[src/rtl/i2s_tx_fifo.sv]
// I2S / left-justified stereo transmitter with a stereo sample FIFO and derived MCLK/SCK/LRCK.
// Optional underrun counter (underrun_clr / underrun_cnt) is enabled by defining I2S_TX_UNDERRUN_CNT_EN.
module i2s_tx_fifo #(
  parameter int unsigned DATA_W     = 24,
  parameter int unsigned SLOT_W     = 32,
  parameter int unsigned MCLK_DIV   = 8,
  parameter int unsigned SCK_DIV    = 32,
  parameter int unsigned FIFO_DEPTH = 4
) (
  input  logic                            clk,
  input  logic                            rst_n,
  input  logic                            in_valid,
  output logic                            in_ready,
  input  logic [DATA_W-1:0]               in_l,
  input  logic [DATA_W-1:0]               in_r,
  input  logic                            mode,
  input  logic                            mute,
  output logic                            mclk,
  output logic                            sck,
  output logic                            lrck,
  output logic                            sdin,
  output logic [$clog2(FIFO_DEPTH):0]     fifo_level,
  output logic                            underrun
`ifdef I2S_TX_UNDERRUN_CNT_EN
  ,
  input  logic                            underrun_clr,
  output logic [15:0]                     underrun_cnt
`endif
);

  localparam int unsigned CW  = $clog2(SCK_DIV * 2 * SLOT_W);
  localparam int unsigned MB  = $clog2(MCLK_DIV);
  localparam int unsigned SB  = $clog2(SCK_DIV);
  localparam int unsigned FW  = 2 * SLOT_W;
  localparam int unsigned AW  = $clog2(FIFO_DEPTH);
  localparam int unsigned LW  = AW + 1;
  localparam int unsigned PAD = SLOT_W - DATA_W;

  logic [CW-1:0]     cnt_q, cnt_d;
  logic [FW-1:0]     shift_q, shift_d;
  logic              sdin_q, sdin_d;
  logic              underrun_q, underrun_d;
  logic              in_ready_q, in_ready_d;
  logic [LW-1:0]     level_q, level_d;
  logic [AW-1:0]     wptr_q, wptr_d;
  logic [AW-1:0]     rptr_q, rptr_d;
  logic [DATA_W-1:0] mem_l_q [FIFO_DEPTH];
  logic [DATA_W-1:0] mem_r_q [FIFO_DEPTH];

  logic              load;
  logic              sck_fall;
  logic              fifo_empty;
  logic              push;
  logic              pop;
  logic [FW-1:0]     lj_frame;

  // Frame timing, shifter and FIFO bookkeeping
  always_comb begin
    cnt_d      = cnt_q + CW'(1);
    load       = (cnt_q == '0);
    sck_fall   = &cnt_q[SB-1:0];
    fifo_empty = (level_q == '0);
    push       = in_valid && in_ready_q;
    pop        = load && !fifo_empty;
    lj_frame   = {mem_l_q[rptr_q], {PAD{1'b0}}, mem_r_q[rptr_q], {PAD{1'b0}}};

    shift_d    = shift_q;
    sdin_d     = shift_q[FW-1];
    underrun_d = load && fifo_empty;
    wptr_d     = wptr_q;
    rptr_d     = rptr_q;
    level_d    = level_q;

    // I2S frame is the left-justified frame delayed by one SCK
    if (load) begin
      if (fifo_empty || mute) shift_d = '0;
      else if (mode)          shift_d = lj_frame;
      else                    shift_d = lj_frame >> 1;
    end else if (sck_fall) begin
      shift_d = {shift_q[FW-2:0], 1'b0};
    end

    if (push) wptr_d = wptr_q + AW'(1);
    if (pop)  rptr_d = rptr_q + AW'(1);
    case ({push, pop})
      2'b10:   level_d = level_q + LW'(1);
      2'b01:   level_d = level_q - LW'(1);
      default: level_d = level_q;
    endcase
    in_ready_d = (level_d != LW'(FIFO_DEPTH));
  end

  always_ff @(posedge clk or negedge rst_n) begin
    if (!rst_n) begin
      cnt_q      <= '0;
      shift_q    <= '0;
      sdin_q     <= 1'b0;
      underrun_q <= 1'b0;
      in_ready_q <= 1'b1;
      level_q    <= '0;
      wptr_q     <= '0;
      rptr_q     <= '0;
    end else begin
      cnt_q      <= cnt_d;
      shift_q    <= shift_d;
      sdin_q     <= sdin_d;
      underrun_q <= underrun_d;
      in_ready_q <= in_ready_d;
      level_q    <= level_d;
      wptr_q     <= wptr_d;
      rptr_q     <= rptr_d;
    end
  end

  // Sample storage; contents are discarded on reset
  always_ff @(posedge clk or negedge rst_n) begin
    if (!rst_n) begin
      mem_l_q <= '{default: '0};
      mem_r_q <= '{default: '0};
    end else if (push) begin
      mem_l_q[wptr_q] <= in_l;
      mem_r_q[wptr_q] <= in_r;
    end
  end

`ifdef I2S_TX_UNDERRUN_CNT_EN
  logic [15:0] ucnt_q, ucnt_d;

  // Saturating underrun counter; clear has priority
  always_comb begin
    ucnt_d = ucnt_q;
    if (underrun_clr)                         ucnt_d = '0;
    else if (underrun_d && ucnt_q != 16'hFFFF) ucnt_d = ucnt_q + 16'd1;
  end

  always_ff @(posedge clk or negedge rst_n) begin
    if (!rst_n) ucnt_q <= '0;
    else        ucnt_q <= ucnt_d;
  end

  assign underrun_cnt = ucnt_q;
`endif

  assign mclk       = cnt_q[MB-1];
  assign sck        = cnt_q[SB-1];
  assign lrck       = cnt_q[CW-1];
  assign sdin       = sdin_q;
  assign underrun   = underrun_q;
  assign in_ready   = in_ready_q;
  assign fifo_level = level_q;

endmodule

[config.mk]
export PLATFORM = sky130hd
export DESIGN_NAME = i2s_tx_fifo
export DESIGN_NICKNAME = d
export VERILOG_FILES = /design/src/rtl/i2s_tx_fifo.sv
export SDC_FILE = /design/constraint.sdc
export NUM_CORES = 1
export LEC_CHECK = 0
export ABC_CLOCK_PERIOD_IN_PS = 3300
export CAP_MARGIN = 20
export CORE_ASPECT_RATIO = 0.9
export CORE_MARGIN = 8
export CORE_UTILIZATION = 60
export CTS_BUF_LIST = sky130_fd_sc_hd__clkbuf_16
export CTS_CLUSTER_DIAMETER = 200
export DETAILED_ROUTE_END_ITERATION = 7
export MAX_ROUTING_LAYER = met4
export PLACE_DENSITY = 0.8
export SYNTH_ARGS = -nofsm -noshare
export SYNTH_HDL_FRONTEND = slang
export SYNTH_SLANG_ARGS = --single-unit
[constraint.sdc]
create_clock -name clk -period 3.3 [get_ports clk]
set_input_delay 0.495 -clock clk [delete_from_list [all_inputs] [get_ports clk]]
set_output_delay 0.495 -clock clk [all_outputs]
set_load 0.02 [all_outputs]
* Yosys cells after proc, flatten, opt, wreduce, memory -nomap -nowiden
Cells that the tools add are included.
Cells by class: add/subtract/negate cells 5, $lt $le $gt $ge 3, equal/unequal tests 3, multiplexer cells 15, bitwise operators 2, reduce and logical (&&, ||, !) cells 10
Operator list (count):
- $mux W64 | 4
- $bwmux W96 | 2
- $mux W24 | 5
- $bmux W24 S2 | 2
- $demux W24 S2 | 1
- $add A11 B1 Y11 const B | 1
- $logic_not A11 Y1 | 1
- $ge A3 B3 Y1 const B | 2
- $not A2 Y3 | 2
- $pmux W3 S2 | 1
- $reduce_and A5 Y1 | 1
- $add A2 B1 Y2 const B | 2
- $logic_and A1 B1 Y1 | 4
- $add A3 B1 Y3 const B | 1
- $logic_not A3 Y1 | 1
- $lt A3 B1 Y1 const B | 1
- $ne A3 B3 Y1 const B | 1
- $sub A3 B1 Y3 const B | 1
- $eq A2 B1 Y1 const B | 1
- $eq A2 B2 Y1 const B | 1
- $reduce_bool A2 Y1 | 1
- $logic_not A1 Y1 | 1
- $logic_or A1 B1 Y1 | 1
Word-level totals: bits in registers 277, input bits 53, output and inout port bits 9, word-level logic and storage cells 54

* Depth between registers and ports, before layout
Gate-level depths: netlist of run 1.
depth after elaboration 7, gate-level depth with buffers 10, mapped depth without buffers 10

* Least setup slack after synthesis of run 1
Ideal clock, no wire load.
path type reg2reg, start point register cnt_q[2], end point register in_ready_q, in the netlist in_ready, library setup time 0.082 ns, data arrival time 2.866 ns, data required time 3.218 ns, setup slack 0.352 ns, cell stages (with the launch flop) 9, buffers on the path 0, clock period less this slack 2.948 ns, path through dfrtp_1 > or4_1 > nor4_1 > ha_1 > inv_1 > fa_1 > xor2_1 > or3_1 > a211o_1
On the way: cells in the longest elaborated chain, start to end 5, elaborated cells between the ends (all ways) 6, classes of those cells eq/ne (3); mux (1); reduce/logical (2)
Ends and longest elaborated chain:
- start, declared | RTL line 39 | logic [CW-1:0] cnt_q, cnt_d;
- start signal, assigned | RTL line 104 | cnt_q <= cnt_d;
- $logic_not A11 Y1 * | RTL line 60 | load = (cnt_q == '0);
- $logic_and A1 B1 Y1 * | RTL line 64 | pop = load && !fifo_empty;
- via pop | RTL line 54 | logic pop;
- $eq A2 B1 Y1 or $eq A2 B2 Y1 (tied branches) | RTL line 85 | case ({push, pop})
- $pmux W3 S2 * | RTL line 85
- $ne A3 B3 Y1 * | RTL line 90 | in_ready_d = (level_d != LW'(FIFO_DEPTH));
- via in_ready_d | RTL line 43 | logic in_ready_q, in_ready_d;
- end signal, assigned | RTL line 108 | in_ready_q <= in_ready_d;
- end, declared | RTL line 43
Mark *: on every way through the listed nets, which the timed path passes. The rest lies on a longest branch. A chain may end at the register's enable or synchronous reset.

* Final worst setup path of run 1
start point register cnt_q[6], end point register in_ready_q, in the netlist in_ready
The elaborated chain is that of the path after synthesis.

==> results of run 1 <==
final cells by class:
cell class / instances / share of cell area
multi-input cells: 468 / 0.376
clock inverters: 22 / 0.0139
clock buffers: 29 / 0.0509
repair buffers: 86 / 0.0588
inverters: 14 / 0.00369
well taps: 260 / 0.0228
flip-flops and latches: 270 / 0.474
final timing paths:
path / from / endpoint / slack [ns] / depth (start not counted)
max in group asynchronous: rst_n / rptr_q[0] / 1.77 / 3
worst min-delay path: shift_q[63] / sdin / 0.40 / 0
worst max-delay path: cnt_q[6] / in_ready / 0.29 / 8
worst min register to register: shift_q[63] / sdin / 0.40 / 0
worst max register to register: cnt_q[6] / in_ready / 0.29 / 8
min in group asynchronous: rst_n / mem_l_q[42] / 0.52 / 2
sequential cells by signal (all words and copies together) (netlist names), 2 cells and up:
signal / cells
mem_l_q: 96
mem_r_q: 96
shift_q: 57
cnt_q: 11
fifo_level: 3
rptr_q: 2
wptr_q: 2
power by group:
| group | internal (mW) | switching (mW) | leakage (nW) |
|---|---|---|---|
| Sequential | 4.58 | 0.647 | 3.33 |
| Combinational | 2.05 | 1.35 | 2.33 |
| Clock | 1.89 | 1.25 | 0.477 |
| Total | 8.52 | 3.25 | 6.13 |
metrics by stage:
step | instances | utilization | total power, mW | hold WS (ns) | worst slack [ns]
2_1_floorplan | 811 | - | 7.66 | 0.199 | 0.352
3_3_place_gp | 1097 | 0.649 | 8.34 | 0.368 | 0.351
3_5_place_dp | 1097 | 0.649 | 8.67 | 0.385 | 0.232
6_report | 1149 | 0.695 | 11.8 | 0.403 | 0.290
4_1_cts | 1149 | 0.694 | 11.9 | 0.401 | 0.0926
5_1_grt | 1149 | 0.695 | 12.3 | 0.414 | 0.153
timing repair:
item                                   4_1_cts  5_1_grt
endpoints found under the hold margin       73        0
setup endpoints to repair                    0        1
hold buffers                                 1        0
gates resized for setup                      0        1
layout by cell type (no fill, tap or decap), types with 6 or more instances in the layout:
master / synthesis / routed
clkbuf_16: 0 / 29
dfrtp_1: 269 / 267
mux4_2: 48 / 48
nand2_1: 6 / 6
inv_1: 14 / 20
buf_4: 1 / 21
mux2i_1: 95 / 95
mux2_2: 201 / 201
clkinv_1: 0 / 7
xor2_1: 6 / 6
xnor2_1: 7 / 7
o22ai_1: 16 / 16
o31ai_1: 18 / 18
nor2_1: 7 / 7
ha_1: 8 / 7
clkdlybuf4s50_1: 0 / 59
o22ai_2: 24 / 24
cell families (layout without fill, tap and decap cells):
logic type | count (synthesis) | after routing | synth area share
muxes | 344 | 344 | 0.346
adders and majority gates | 9 | 9 | 0.00969
AOI/OAI and AO/OA | 62 | 62 | 0.0463
and+or+nand+nor | 40 | 40 | 0.0174
xor gates and xnor gates | 13 | 13 | 0.00918
buffers and inverters | 73 | 151 | 0.0258
DFF | 270 | 270 | 0.545
metal layers:
metal / vias up / wire [um] / global-route usage
li1: 3138 / - / -
met1: 3764 / 11200 / 0.270
met2: 140 / 13000 / 0.345
met3: 41 / 859 / 0.0246
met4: 0 / 542 / 0.0569
met5: - / 0 / -
==> flow_metrics.env, run 1 <==
export IMPL_ioPinCount=62
export IMPL_area_delta_synth_final_pct=15.0
export IMPL_ys_top_cells_by_area="dfrtp_1 54%, mux2_2 18%, mux4_2 8.7%"
export IMPL_finalHoldViolCount=0
export IMPL_period_minus_slack_ns=3.01
export IMPL_num_vias=7083
export IMPL_grt_usage=0.208
export IMPL_cts_tree="done"
export IMPL_h_tree_depth=1
export IMPL_status="finished clean"
export IMPL_clock_fmax_ghz=0.332
export IMPL_antenna_found_initial=0
export IMPL_n_fill_cell=1326
export IMPL_ant_nets=0
export IMPL_netlist_area_mm2=0.0124
export IMPL_crit_path_cell_trace="or4_4, nor4_2, ha_1, inv_1, fa_1, xor2_1, or3_1, a211o_1"
export IMPL_synthArstFlopShare=1.00
export IMPL_rsz0062_at_grt="false"
export IMPL_worst_slew_pin_slew_ns=0.846
export IMPL_leakage_nw=6.13
export IMPL_start_util=0.604
export IMPL_clk_pin_slew_worst_paths_ns=0.06
export IMPL_clockBufferDepth=3
export IMPL_multi_input_area_mm2=0.00535
export IMPL_max_stage_delay_ns=0.57
export IMPL_die_y_um=152
export IMPL_fin_nets=930
export IMPL_yosysTopAreaCell="dfrtp_1"
export IMPL_rows=50
export IMPL_drive_above_1_share=0.396
export IMPL_synth_most_common_cell="dfrtp_1"
export IMPL_cp_slowest_cell="or4_4"
export IMPL_die_x_um=168
export IMPL_max_cap_violations=0
export IMPL_grt_pass1_vias=7855
export IMPL_critPathMaxFanout=6
export IMPL_yosysUniqueCellTypes=36
export IMPL_ys_flop_type="dfrtp_1"
export IMPL_avgSynthCellArea_um2=15.3
export IMPL_final_area_mm2=0.0143
export IMPL_period_share=0.912
export IMPL_slew_violations=0
export IMPL_setup_violations=0
export IMPL_worstPathRequired_ns=3.76
export IMPL_diodes=0
export IMPL_syn_num_nets=873
export IMPL_firstDrtPassIters=5
export IMPL_synth_top_area_frac=0.543
export IMPL_grt_ovfl_total=0
export IMPL_cp_end_kind="flop"
export IMPL_grt_first_pass_wirelength_um=42100
export IMPL_dpl_instance_area_mm2=0.0133
export IMPL_numPortBuffers=61
export IMPL_worst_path_buf_inv=1
export IMPL_skew_ns=0.0119
export IMPL_critPathLaunchType="flop"
export IMPL_critical_path_class="flop to flop"
export IMPL_fin_setup_tns_ns=0
export IMPL_ys_ff_latch=270
export IMPL_synth_edf_count=0
export IMPL_post_cts_buffers=0
export IMPL_crit_arrival_ns=3.47
export IMPL_drt_initial_drc_count=381
export IMPL_wirelength_um=25600
export IMPL_clock_latency_ns=0.53
export IMPL_cts_buffers=28
export IMPL_yosysWarnings=0
export IMPL_grt_max_degree=102
export IMPL_regArea_mm2=0.00676
export IMPL_relSlewSlack=0.436
export IMPL_drc_errors=0
export IMPL_syn_inst=811
export IMPL_crit_family="simple AND/OR/NAND/NOR gates"
export IMPL_gp_congestion=0.789
export IMPL_root_buffer="clkbuf_16"
export IMPL_p_per_area_mw_per_mm2=826
export IMPL_peakVddDrop_uv=513
export IMPL_viasPerCell=6.16
export IMPL_dieArea_mm2=0.0255
export IMPL_dp_hpwl_um=16000
export IMPL_routedWlPerCell_um=22.3
export IMPL_cts_sinks=270
export IMPL_ys_seq_area_frac=0.545
export IMPL_synth_common_cells="269 x dfrtp_1, 201 x mux2_2, 95 x mux2i_1, 48 x mux4_2, 35 x clkbuf_1"
export IMPL_hold_path_class="flop to flop"
export IMPL_core_area_mm2=0.0205
Note: power is estimated with default switching activity, not from simulation.
==> run 2, diff against run 1 <==
Settings changed: PLACE_DENSITY 0.8 to 0.91, SKIP_LAST_GASP from default to 1.
==> flow_metrics.env, run 2 (same netlist as run 1, synthesis figures left out) <==
export IMPL_p_sw_frac=0.277
export IMPL_cts_repair_resized=0
export IMPL_drt_initial_drc_count=463
export IMPL_diodes=0
export IMPL_holdBufCountCts=0
export IMPL_ioPinCount=62
export IMPL_peakVddDrop_uv=629
export IMPL_seq_power_share=0.446
export IMPL_area_delta_synth_final_pct=15.1
export IMPL_dieArea_mm2=0.0255
export IMPL_drc_errors=0
export IMPL_fin_setup_tns_ns=0
export IMPL_cts_buffers=28
export IMPL_start_util=0.604
export IMPL_viasPerCell=6.17
export IMPL_crit_arrival_ns=3.36
export IMPL_reg_top3="mem_l_q: 96 flops, mem_r_q: 96 flops, shift_q: 57 flops"
export IMPL_internal_power_mw=8.48
export IMPL_violations="hold timing"
export IMPL_dpl_instance_area_mm2=0.0134
export IMPL_max_cap_violations=0
export IMPL_mostFrequentLayoutCells="267 x dfrtp_1, 201 x mux2_2, 95 x mux2i_1"
export IMPL_critPathLaunchType="flop"
export IMPL_routedWlPerCell_um=21.9
export IMPL_period_minus_slack_ns=2.90
export IMPL_antenna_found_initial=0
export IMPL_worst_slew_pin_slew_ns=0.818
export IMPL_p_sw_mw=3.25
export IMPL_grt_ovfl_total=0
export IMPL_firstDrtPassIters=5
export IMPL_finalHoldViolCount=4
export IMPL_worstPathRequired_ns=3.76
export IMPL_drive_above_1_share=0.395
export IMPL_rsz0062_at_grt="false"
export IMPL_post_cts_buffers=0
export IMPL_cts_tree="done"
export IMPL_numPortBuffers=61
export IMPL_core_area_mm2=0.0205
export IMPL_clock_fmax_ghz=0.344
export IMPL_ant_nets=0
export IMPL_final_common_cell="dfrtp_1"
export IMPL_clockBufferDepth=3
export IMPL_leakage_nw=6.13
export IMPL_relSlewSlack=0.455
export IMPL_status="finished, violations left"
export IMPL_power_share_clock=0.262
export IMPL_grt_first_pass_wirelength_um=42400
export IMPL_final_area_mm2=0.0143
export IMPL_h_tree_depth=1
export IMPL_rows=50
export IMPL_p_per_area_mw_per_mm2=822
export IMPL_num_vias=7056
export IMPL_comb_power_share=0.292
export IMPL_hold_path_class="input pin to async pin"
export IMPL_wirelength_um=25000
export IMPL_cp_end_kind="flop"
export IMPL_grt_max_degree=94
export IMPL_clk_pin_slew_worst_paths_ns=0.06
export IMPL_critPathMaxFanout=6
export IMPL_die_y_um=152
export IMPL_slew_violations=0
export IMPL_worst_hold_slack_ns=-0.00827
export IMPL_die_x_um=168
export IMPL_gp_congestion=0.799
export IMPL_fin_nets=925
export IMPL_dp_hpwl_um=15400
export IMPL_clock_latency_ns=0.54
export IMPL_root_buffer="clkbuf_16"
export IMPL_grt_usage=0.208
export IMPL_grt_pass1_vias=8067
export IMPL_cts_sinks=270
export IMPL_setup_violations=0
export IMPL_period_share=0.880
export IMPL_critical_path_class="flop to flop"
export IMPL_skew_ns=0.0125
-- run 2: cell count changes in the layout (fill, tap and decap cells not counted), moves of 2 or more --
cell,change
clkinv_2,+3
inv_1,-2
buf_4,-10
buf_12,+6
-- run 2: area by class of cell --
class,instances,area [um2]
Inverter,14,52.6
Timing Repair Buffer,81,873
Multi-Input combinational cell,468,5360
Clock buffer,29,726
Clock inverter,22,174
Fill cell,1275,6250
Sequential cell,270,6760
Tap cell,260,325
-- run 2: worst paths after layout --
path	startpoint	endpoint	slack [ns]	depth (start not counted)
min reg2reg	shift_q[63]	sdin	0.38	0
max reg2reg	cnt_q[6]	in_ready	0.40	9
min in group clk	shift_q[63]	sdin	0.38	0
max in group asynchronous	rst_n	in_ready	2.48	2
min	rst_n	mem_l_q[79]	-0.008	1
max	cnt_q[6]	in_ready	0.40	9
-- run 2: per-stage QoR --
stage / utilization / std cells / power (mW) / worst slack [ns] / hold slack [ns]
2_1_floorplan: - / 811 / 7.66 / 0.352 / 0.199
3_3_place_gp: 0.652 / 1093 / 8.42 / 0.367 / 0.356
3_5_place_dp: 0.652 / 1093 / 8.68 / 0.359 / 0.366
4_1_cts: 0.695 / 1144 / 11.8 / 0.380 / 0.0213
5_1_grt: 0.695 / 1144 / 12.3 / 0.277 / 0.0476
6_report: 0.695 / 1144 / 11.7 / 0.396 / -0.00827
-- run 2: layer usage --
metal  up-vias  global-route usage  wire (um)
li1       3151                   -          -
met1      3742               0.265      11000
met2       127               0.347      12800
met3        36              0.0262        764
met4         0              0.0629        467
met5         -                   -          0
-- run 2: power by group through the flow --
stage | registers (mW) | logic, mW | clock network [mW]
2_1_floorplan | 5.04 | 2.62 | 0
3_3_place_gp | 5.15 | 3.27 | 0
3_5_place_dp | 5.26 | 3.42 | 0
4_1_cts | 5.22 | 3.46 | 3.12
5_1_grt | 5.37 | 3.68 | 3.26
6_report | 5.23 | 3.42 | 3.08
-- run 2: critical path, stage by stage, from the launching register on --
cell,delay (ns)
dfrtp_1,0.43
or4_4,0.56
nor4_1,0.28
buf_4,0.17
ha_1,0.17
inv_1,0.07
fa_1,0.38
xor2_1,0.16
or3_1,0.32
a211o_1,0.30
